`src/rtl/s_axis_rq_arbiter_pkg.sv`:
```
// Shared definitions for the requester-request (RQ) stream arbiters:
// TLP format codes, the tuser bit layout, the port limit and the arbiter
// state encoding.
package s_axis_rq_arbiter_pkg;

    // Upper bound on requesters sharing one RQ stream; grant ids are 2 bits.
    localparam int RQ_PORTS_MAX = 4;

    // fmt field (dword 0 bits 31:30) of a legacy TLP header: 3/4 DW, no data.
    localparam logic [1:0] FMT_NODATA = 2'b00;

    // tuser bit layout, carried through the arbiter untouched.
    typedef struct packed {
        logic disc;
        logic rsvd;
        logic ep;
        logic ecrc;
    } rq_tuser_t;

    typedef enum logic {
        ST_IDLE = 1'b0,
        ST_BUSY = 1'b1
    } arb_state_t;

    // Round-robin successor of a port index, wrapping at num_ports.
    function automatic logic [1:0] rr_next(input logic [1:0] cur, input int num_ports);
        if (int'(cur) >= num_ports - 1) begin
            return 2'd0;
        end
        return cur + 2'd1;
    endfunction

endpackage

```
`src/rtl/s_axis_rq_arbiter_if.sv`:
```
// AXIS bundle between the TLP sources and the RQ adapter. The master side
// is the set of requesters plus the adapter's ready; the slave side is the
// arbiter that multiplexes them.
interface s_axis_rq_arbiter_if #(
    parameter int NUM_PORTS  = 2,
    parameter int DATA_WIDTH = 256,
    parameter int KEEP_WIDTH = DATA_WIDTH / 8
);
    logic [NUM_PORTS-1:0]            s_tvalid;
    logic [NUM_PORTS-1:0]            s_tready;
    logic [NUM_PORTS*DATA_WIDTH-1:0] s_tdata;
    logic [NUM_PORTS*KEEP_WIDTH-1:0] s_tkeep;
    logic [NUM_PORTS-1:0]            s_tlast;
    logic [NUM_PORTS*4-1:0]          s_tuser;

    logic                            m_axis_rq_tvalid;
    logic [3:0]                      m_axis_rq_tready;
    logic [DATA_WIDTH-1:0]           m_axis_rq_tdata;
    logic [KEEP_WIDTH-1:0]           m_axis_rq_tkeep;
    logic                            m_axis_rq_tlast;
    logic [3:0]                      m_axis_rq_tuser;

    modport master (
        output s_tvalid, s_tdata, s_tkeep, s_tlast, s_tuser, m_axis_rq_tready,
        input  s_tready, m_axis_rq_tvalid, m_axis_rq_tdata, m_axis_rq_tkeep,
               m_axis_rq_tlast, m_axis_rq_tuser
    );

    modport slave (
        input  s_tvalid, s_tdata, s_tkeep, s_tlast, s_tuser, m_axis_rq_tready,
        output s_tready, m_axis_rq_tvalid, m_axis_rq_tdata, m_axis_rq_tkeep,
               m_axis_rq_tlast, m_axis_rq_tuser
    );
endinterface

```
`src/rtl/s_axis_rq_arbiter_rr_pick.sv`:
```
// Round-robin picker: returns the first requesting port at or above the
// pointer, wrapping to the lowest requester when none is found above it.
// Purely combinational so it can sit in front of any registered grant.
module rr_pick #(
    parameter int NUM_PORTS = 2
) (
    input  logic [NUM_PORTS-1:0] req,
    input  logic [1:0]           ptr,
    output logic                 any,
    output logic [1:0]           winner
);
    logic [NUM_PORTS-1:0] at_or_above;
    logic [NUM_PORTS-1:0] req_hi;
    logic [1:0]           hi_win;
    logic [1:0]           lo_win;

    genvar gi;
    generate
        for (gi = 0; gi < NUM_PORTS; gi++) begin : g_mask
            assign at_or_above[gi] = (2'(gi) >= ptr);
        end
    endgenerate

    assign req_hi = req & at_or_above;

    // Lowest-index requester in the upper window and overall; upper wins.
    always_comb begin
        hi_win = 2'd0;
        lo_win = 2'd0;
        for (int i = NUM_PORTS - 1; i >= 0; i--) begin
            if (req_hi[i]) begin
                hi_win = 2'(i);
            end
            if (req[i]) begin
                lo_win = 2'(i);
            end
        end
        any    = |req;
        winner = (|req_hi) ? hi_win : lo_win;
    end

endmodule

```
`src/rtl/s_axis_rq_arbiter.sv`:
```
// Packet-granular round-robin arbiter for the RQ AXIS stream. A grant is
// taken in one idle cycle and held until the granted port's tlast beat is
// accepted. Each port carries a credit counter of outstanding reads; a port
// whose head packet is a read is skipped while its counter is full.
module s_axis_rq_arbiter
    import s_axis_rq_arbiter_pkg::*;
#(
    parameter int NUM_PORTS  = 2,
    parameter int DATA_WIDTH = 256,
    parameter int KEEP_WIDTH = DATA_WIDTH / 8,
    parameter int MAX_NP     = 8
) (
    input  logic                 user_clk,
    input  logic                 user_reset,
    s_axis_rq_arbiter_if.slave   rq_bus,
    input  logic [NUM_PORTS-1:0] np_done,
    output logic [1:0]           grant_id,
    output logic                 busy,
    output logic [NUM_PORTS-1:0] np_err
);
    localparam int NPW = $clog2(MAX_NP + 1);

    arb_state_t state_reg, state_next;
    logic [1:0] grant_reg, grant_next;
    logic [1:0] rr_ptr_reg, rr_ptr_next;
    logic       first_reg, first_next;

    // Per-port views padded to RQ_PORTS_MAX so a 2-bit grant indexes safely.
    logic [RQ_PORTS_MAX-1:0] valid_pad;
    logic [RQ_PORTS_MAX-1:0] last_pad;
    logic [DATA_WIDTH-1:0]   data_pad [RQ_PORTS_MAX];
    logic [KEEP_WIDTH-1:0]   keep_pad [RQ_PORTS_MAX];
    rq_tuser_t               user_pad [RQ_PORTS_MAX];

    logic [NUM_PORTS-1:0] eligible;
    logic                 pick_any;
    logic [1:0]           pick_winner;
    logic                 in_busy;
    logic                 out_valid;
    logic                 beat_accept;

    // Only bit 0 of the adapter's ready is meaningful.
    logic unused_tready;
    assign unused_tready = &{1'b0, rq_bus.m_axis_rq_tready[3:1]};

    genvar gi;
    generate
        for (gi = 0; gi < RQ_PORTS_MAX; gi++) begin : g_pad
            if (gi < NUM_PORTS) begin : g_live
                assign valid_pad[gi] = rq_bus.s_tvalid[gi];
                assign last_pad[gi]  = rq_bus.s_tlast[gi];
                assign data_pad[gi]  = rq_bus.s_tdata[gi*DATA_WIDTH +: DATA_WIDTH];
                assign keep_pad[gi]  = rq_bus.s_tkeep[gi*KEEP_WIDTH +: KEEP_WIDTH];
                assign user_pad[gi]  = rq_tuser_t'(rq_bus.s_tuser[gi*4 +: 4]);
            end else begin : g_tie
                assign valid_pad[gi] = 1'b0;
                assign last_pad[gi]  = 1'b0;
                assign data_pad[gi]  = '0;
                assign keep_pad[gi]  = '0;
                assign user_pad[gi]  = '0;
            end
        end
    endgenerate

    // Output path: straight pass-through from the granted port while busy.
    assign in_busy     = (state_reg == ST_BUSY);
    assign out_valid   = in_busy & valid_pad[grant_reg];
    assign beat_accept = out_valid & rq_bus.m_axis_rq_tready[0];

    assign rq_bus.m_axis_rq_tvalid = out_valid;
    assign rq_bus.m_axis_rq_tdata  = data_pad[grant_reg];
    assign rq_bus.m_axis_rq_tkeep  = keep_pad[grant_reg];
    assign rq_bus.m_axis_rq_tlast  = last_pad[grant_reg];
    assign rq_bus.m_axis_rq_tuser  = user_pad[grant_reg];

    generate
        for (gi = 0; gi < NUM_PORTS; gi++) begin : g_ready
            assign rq_bus.s_tready[gi] = in_busy & (grant_reg == 2'(gi))
                                       & rq_bus.m_axis_rq_tready[0];
        end
    endgenerate

    assign busy     = in_busy;
    assign grant_id = grant_reg;

    // Read credit tracking; a full counter blocks only ports offering a read.
    generate
        for (gi = 0; gi < NUM_PORTS; gi++) begin : g_np
            logic [NPW-1:0] np_cnt_reg;
            logic           np_err_reg;
            logic           head_is_read;
            logic           np_full;
            logic           np_inc;

            assign head_is_read = (data_pad[gi][31:30] == FMT_NODATA);
            assign np_full      = (np_cnt_reg == NPW'(MAX_NP));
            assign eligible[gi] = rq_bus.s_tvalid[gi] & ~(head_is_read & np_full);
            assign np_inc       = beat_accept & first_reg & (grant_reg == 2'(gi))
                                & head_is_read;
            assign np_err[gi]   = np_err_reg;

            // Count reads issued minus reads completed; underflow is flagged.
            always_ff @(posedge user_clk) begin
                if (user_reset) begin
                    np_cnt_reg <= '0;
                    np_err_reg <= 1'b0;
                end else if (np_inc && !np_done[gi]) begin
                    if (!np_full) begin
                        np_cnt_reg <= np_cnt_reg + NPW'(1);
                    end
                end else if (np_done[gi] && !np_inc) begin
                    if (np_cnt_reg == '0) begin
                        np_err_reg <= 1'b1;
                    end else begin
                        np_cnt_reg <= np_cnt_reg - NPW'(1);
                    end
                end
            end
        end
    endgenerate

    rr_pick #(
        .NUM_PORTS (NUM_PORTS)
    ) u_rr_pick (
        .req    (eligible),
        .ptr    (rr_ptr_reg),
        .any    (pick_any),
        .winner (pick_winner)
    );

    // Arbitration state: grant in IDLE, release after the tlast beat.
    always_comb begin
        state_next  = state_reg;
        grant_next  = grant_reg;
        rr_ptr_next = rr_ptr_reg;
        first_next  = first_reg;
        case (state_reg)
            ST_IDLE: begin
                if (pick_any) begin
                    state_next = ST_BUSY;
                    grant_next = pick_winner;
                    first_next = 1'b1;
                end
            end
            ST_BUSY: begin
                if (beat_accept) begin
                    first_next = 1'b0;
                    if (last_pad[grant_reg]) begin
                        state_next  = ST_IDLE;
                        rr_ptr_next = rr_next(grant_reg, NUM_PORTS);
                    end
                end
            end
            default: state_next = ST_IDLE;
        endcase
    end

    // State register; reset drops any packet in flight immediately.
    always_ff @(posedge user_clk) begin
        if (user_reset) begin
            state_reg  <= ST_IDLE;
            grant_reg  <= 2'd0;
            rr_ptr_reg <= 2'd0;
            first_reg  <= 1'b0;
        end else begin
            state_reg  <= state_next;
            grant_reg  <= grant_next;
            rr_ptr_reg <= rr_ptr_next;
            first_reg  <= first_next;
        end
    end

endmodule
```
`src/flat_wrapper.sv`:
```
// flat-port wrapper written by rule: the top's interface ports become plain ports
module s_axis_rq_arbiter_flat import s_axis_rq_arbiter_pkg::*;
#(
    parameter int NUM_PORTS  = 2,
    parameter int DATA_WIDTH = 256,
    parameter int KEEP_WIDTH = DATA_WIDTH / 8,
    parameter int MAX_NP     = 8
)
  (user_clk, user_reset, np_done, grant_id, busy, np_err, rq_bus_s_tvalid, rq_bus_s_tdata, rq_bus_s_tkeep, rq_bus_s_tlast, rq_bus_s_tuser, rq_bus_m_axis_rq_tready, rq_bus_s_tready, rq_bus_m_axis_rq_tvalid, rq_bus_m_axis_rq_tdata, rq_bus_m_axis_rq_tkeep, rq_bus_m_axis_rq_tlast, rq_bus_m_axis_rq_tuser);
  s_axis_rq_arbiter_if #(.NUM_PORTS(NUM_PORTS), .DATA_WIDTH(DATA_WIDTH), .KEEP_WIDTH(KEEP_WIDTH)) rq_bus_i ();
  input  logic user_clk;
  input  logic user_reset;
  input  logic [NUM_PORTS-1:0] np_done;
  output logic [1:0] grant_id;
  output logic busy;
  output logic [NUM_PORTS-1:0] np_err;
  input wire logic [$bits(rq_bus_i.s_tvalid)-1:0] rq_bus_s_tvalid;
  input wire logic [$bits(rq_bus_i.s_tdata)-1:0] rq_bus_s_tdata;
  input wire logic [$bits(rq_bus_i.s_tkeep)-1:0] rq_bus_s_tkeep;
  input wire logic [$bits(rq_bus_i.s_tlast)-1:0] rq_bus_s_tlast;
  input wire logic [$bits(rq_bus_i.s_tuser)-1:0] rq_bus_s_tuser;
  input wire logic [$bits(rq_bus_i.m_axis_rq_tready)-1:0] rq_bus_m_axis_rq_tready;
  output wire logic [$bits(rq_bus_i.s_tready)-1:0] rq_bus_s_tready;
  output wire logic [$bits(rq_bus_i.m_axis_rq_tvalid)-1:0] rq_bus_m_axis_rq_tvalid;
  output wire logic [$bits(rq_bus_i.m_axis_rq_tdata)-1:0] rq_bus_m_axis_rq_tdata;
  output wire logic [$bits(rq_bus_i.m_axis_rq_tkeep)-1:0] rq_bus_m_axis_rq_tkeep;
  output wire logic [$bits(rq_bus_i.m_axis_rq_tlast)-1:0] rq_bus_m_axis_rq_tlast;
  output wire logic [$bits(rq_bus_i.m_axis_rq_tuser)-1:0] rq_bus_m_axis_rq_tuser;
  assign rq_bus_i.s_tvalid = rq_bus_s_tvalid;
  assign rq_bus_i.s_tdata = rq_bus_s_tdata;
  assign rq_bus_i.s_tkeep = rq_bus_s_tkeep;
  assign rq_bus_i.s_tlast = rq_bus_s_tlast;
  assign rq_bus_i.s_tuser = rq_bus_s_tuser;
  assign rq_bus_i.m_axis_rq_tready = rq_bus_m_axis_rq_tready;
  assign rq_bus_s_tready = rq_bus_i.s_tready;
  assign rq_bus_m_axis_rq_tvalid = rq_bus_i.m_axis_rq_tvalid;
  assign rq_bus_m_axis_rq_tdata = rq_bus_i.m_axis_rq_tdata;
  assign rq_bus_m_axis_rq_tkeep = rq_bus_i.m_axis_rq_tkeep;
  assign rq_bus_m_axis_rq_tlast = rq_bus_i.m_axis_rq_tlast;
  assign rq_bus_m_axis_rq_tuser = rq_bus_i.m_axis_rq_tuser;
  s_axis_rq_arbiter #(.NUM_PORTS(NUM_PORTS), .DATA_WIDTH(DATA_WIDTH), .KEEP_WIDTH(KEEP_WIDTH), .MAX_NP(MAX_NP)) u_core (.user_clk(user_clk), .user_reset(user_reset), .rq_bus(rq_bus_i), .np_done(np_done), .grant_id(grant_id), .busy(busy), .np_err(np_err));
endmodule
```
`config.mk`:
```
export PLATFORM = sky130hd
export DESIGN_NAME = s_axis_rq_arbiter_flat
export DESIGN_NICKNAME = d
export VERILOG_FILES = /design/src/rtl/s_axis_rq_arbiter_pkg.sv /design/src/rtl/s_axis_rq_arbiter_if.sv /design/src/rtl/s_axis_rq_arbiter_rr_pick.sv /design/src/rtl/s_axis_rq_arbiter.sv /design/src/flat_wrapper.sv
export SDC_FILE = /design/constraint.sdc
export NUM_CORES = 1
export LEC_CHECK = 0
export CAP_MARGIN = 25
export CORE_AREA = 8 8 343 345
export DETAILED_ROUTE_END_ITERATION = 10
export DIE_AREA = 0 0 351 353
export PLACE_DENSITY = 0.3
export SLEW_MARGIN = 10
export SYNTH_ARGS = -nofsm -noshare
export SYNTH_HDL_FRONTEND = slang
export SYNTH_SLANG_ARGS = --single-unit
```
`constraint.sdc`:
```
create_clock -name user_clk -period 5.85 [get_ports user_clk]
set_input_delay 0.585 -clock user_clk [delete_from_list [all_inputs] [get_ports user_clk]]
set_output_delay 0.585 -clock user_clk [all_outputs]
set_load 0.02 [all_outputs]
```
==> flow_metrics.tcl <==
set metrics [dict create \
    cts-buffers-inserted 3 \
    cp_max_fo 109 \
    drt_iter0_markers 227 \
    worst_slew_pin_slew_ns 0.8936 \
    ys_seq_area_frac 0.06271 \
    vias_per_cell 2.653 \
    fillers 12720 \
    cts_tree "done" \
    rr_startpoint "u_core.grant_id[0]" \
    rr_endpoint "u_core.g_np[1].np_cnt_reg[3]" \
    grt_max_degree 110 \
    largest_reg_flops 8 \
    wire_per_inst_um 29.29 \
    power_density_nw_per_um2 142.7 \
    crit_arrival_ns 2.89 \
    dieHeight_um 353 \
    seqCellArea_um2 284.0 \
    postLayoutSetupSlackWorst_ns 2.375 \
    maxCapViolations 0 \
    setup_viol 0 \
    syn_inst 444 \
    place_congestion 0.9188 \
    worst_clock_skew_ns 0.002079 \
    drive_gt1_frac 0.2377 \
    synth_ff_type "dfxtp_1" \
    timing.setup.tns_ns 0 \
    drt_wl_total_mm 82.69 \
    cts_resized 0 \
    yosysUniqueCellTypes 54 \
    placementRows 123 \
    first_pass_iters 4 \
    rsz0062_at_grt "false" \
    dr_total_vias 7489 \
    htreeDepth 1 \
    synthTopCellsByCount "mux2_2, buf_2, dfxtp_1, clkbuf_1" \
    cts_hold_buf 0 \
    grt_pass1_wl_mm 99.80 \
    synth_most_common_cell "mux2_2" \
    synth_warnings 0 \
    place_hpwl_mm 77.22 \
    synth_seq_cells 14 \
    syn2layout_area_growth_pct 241.7 \
    die_w_um 351 \
    synth_edf_count 0 \
    clock_latency_ns 0.25 \
    slew_headroom 0.4024 \
    final_cell_area_um2 15270 \
    p_leak_nw 4.983 \
    place_ws_ns 2.535 \
    grt_overflow_total 0 \
    worstHoldPathCells 2 \
    worstSetupStartpointType "register" \
    track_usage 0.1243 \
    drc 0 \
    syn-num-nets 1045 \
    min_from "u_core.g_np[0].np_err_reg" \
    coreArea_um2 111900 \
    placed_cell_area_um2 15130 \
    grt_pass1_vias 8234 \
    finalHoldViolations 0 \
    avgSynthCellArea_um2 10.07 \
    nets 1906 \
    mappedNetlistArea_um2 4469 \
    yosys.area.top_type_share 0.7408 \
    clock_sinks 14 \
    crit_path_end_kind "output port" \
    maxSlewViolCount 0 \
    initial_core_util 0.03995 \
    async_flop_share 0 \
    crit_required_ns 5.27 \
    synth_top_area_cell "mux2_2" \
    post_cts_buffers 0 \
    reg2regPathDepth 8 \
    peakVddDrop_mv 0.09404 \
    period_needed_ns 3.475 \
    multi_input_area_um2 3970 \
    synth_area_leaders "mux2_2, dfxtp_1, buf_2" \
    crit_type "reg2out" \
    io_buffers 892 \
    ioPinCount 897 \
    dp.cells 2800 \
    clockBufferDepth 2 \
    max_freq_ghz 0.2878 \
    cts-root-buf "clkbuf_16" \
    antenna_found_initial 48 \
    holdPathEnd "u_core.g_np[0].np_err_reg" \
    hold_path.class "reg2reg" \
    status "completed" \
    timing.hold.ws_ns 0.4564 \
    drtAntennaViolNets 0 \
    instances_no_fill 2823 \
    die_area_um2 123900 \
    path_clk_slew_ns 0.05 \
    period_share 0.5940 \
    r2r_slack_ns 2.66 \
]
## per-layer routing
layer  share of wire  track usage
met1            0.33       0.1199
met2            0.51       0.2273
met3            0.14      0.07629
met4           0.016      0.01937
met5         0.00045     0.008631
## layout by cell type, fill, tap and decap left out, types with 4 or more instances in the layout
| cell | count |
|---|---|
| or3_1 | 4 |
| clkdlybuf4s50_1 | 892 |
| diode_2 | 19 |
| nand2_1 | 5 |
| dfxtp_1 | 13 |
| a21oi_1 | 9 |
| inv_1 | 5 |
| o21ai_0 | 4 |
| mux2_2 | 294 |
| ha_1 | 4 |
| nor2_1 | 9 |
## logic make-up after synthesis
kind of cell / share of synthesized area
simple gates: 0.06383
mux: 0.7531
buf+inv: 0.04899
xor+xnor: 0.003920
flops: 0.06271
fa+ha+maj: 0.01568
other cells: 0.0008391
compound gates: 0.05095
## per-stage QoR
step,utilization,power (mW)
after floorplan,-,0.9298
after detailed placement,0.1353,2.073
after global placement,0.1353,2.086
after global routing,0.1362,2.330
final,0.1365,2.178
after CTS,0.1361,2.239
## worst max-delay path by stage
stage / to / start / slack [ns]
after floorplan: u_core.g_np[0].np_cnt_reg[3] / rq_bus_s_tdata[31] / 3.34
after global routing: rq_bus_m_axis_rq_tdata[225] / u_core.grant_id[0] / 2.15
after CTS: rq_bus_m_axis_rq_tdata[225] / u_core.grant_id[0] / 2.29
after detailed placement: u_core.g_np[0].np_cnt_reg[3] / rq_bus_s_tvalid[0] / 2.53
final: rq_bus_m_axis_rq_tdata[231] / u_core.grant_id[0] / 2.37
after global placement: u_core.g_np[0].np_cnt_reg[3] / rq_bus_s_tvalid[0] / 2.51
## layout make-up
cell class | instances | share of cell area
timing repair buffer | 896 | 0.5883
multi-input combinational | 385 | 0.2600
tap | 1500 | 0.1229
sequential | 14 | 0.01860
clock buffer | 4 | 0.005818
antenna | 19 | 0.003114
inverter | 5 | 0.001229
## worst max-delay path: stages (launching register included)
cell and delay (ns):
dfxtp_4 0.70, buf_12 0.53, mux2_2 0.44, clkdlybuf4s50_1 0.82
## report_power, final
group          switching [mW]  leakage [nW]  internal (mW)
combinational           0.867          4.82          0.984
clock                  0.0440        0.0443          0.104
sequential             0.0507         0.116          0.128
total                   0.962          4.98           1.22
No activity file was read; power rests on OpenSTA's default activity.
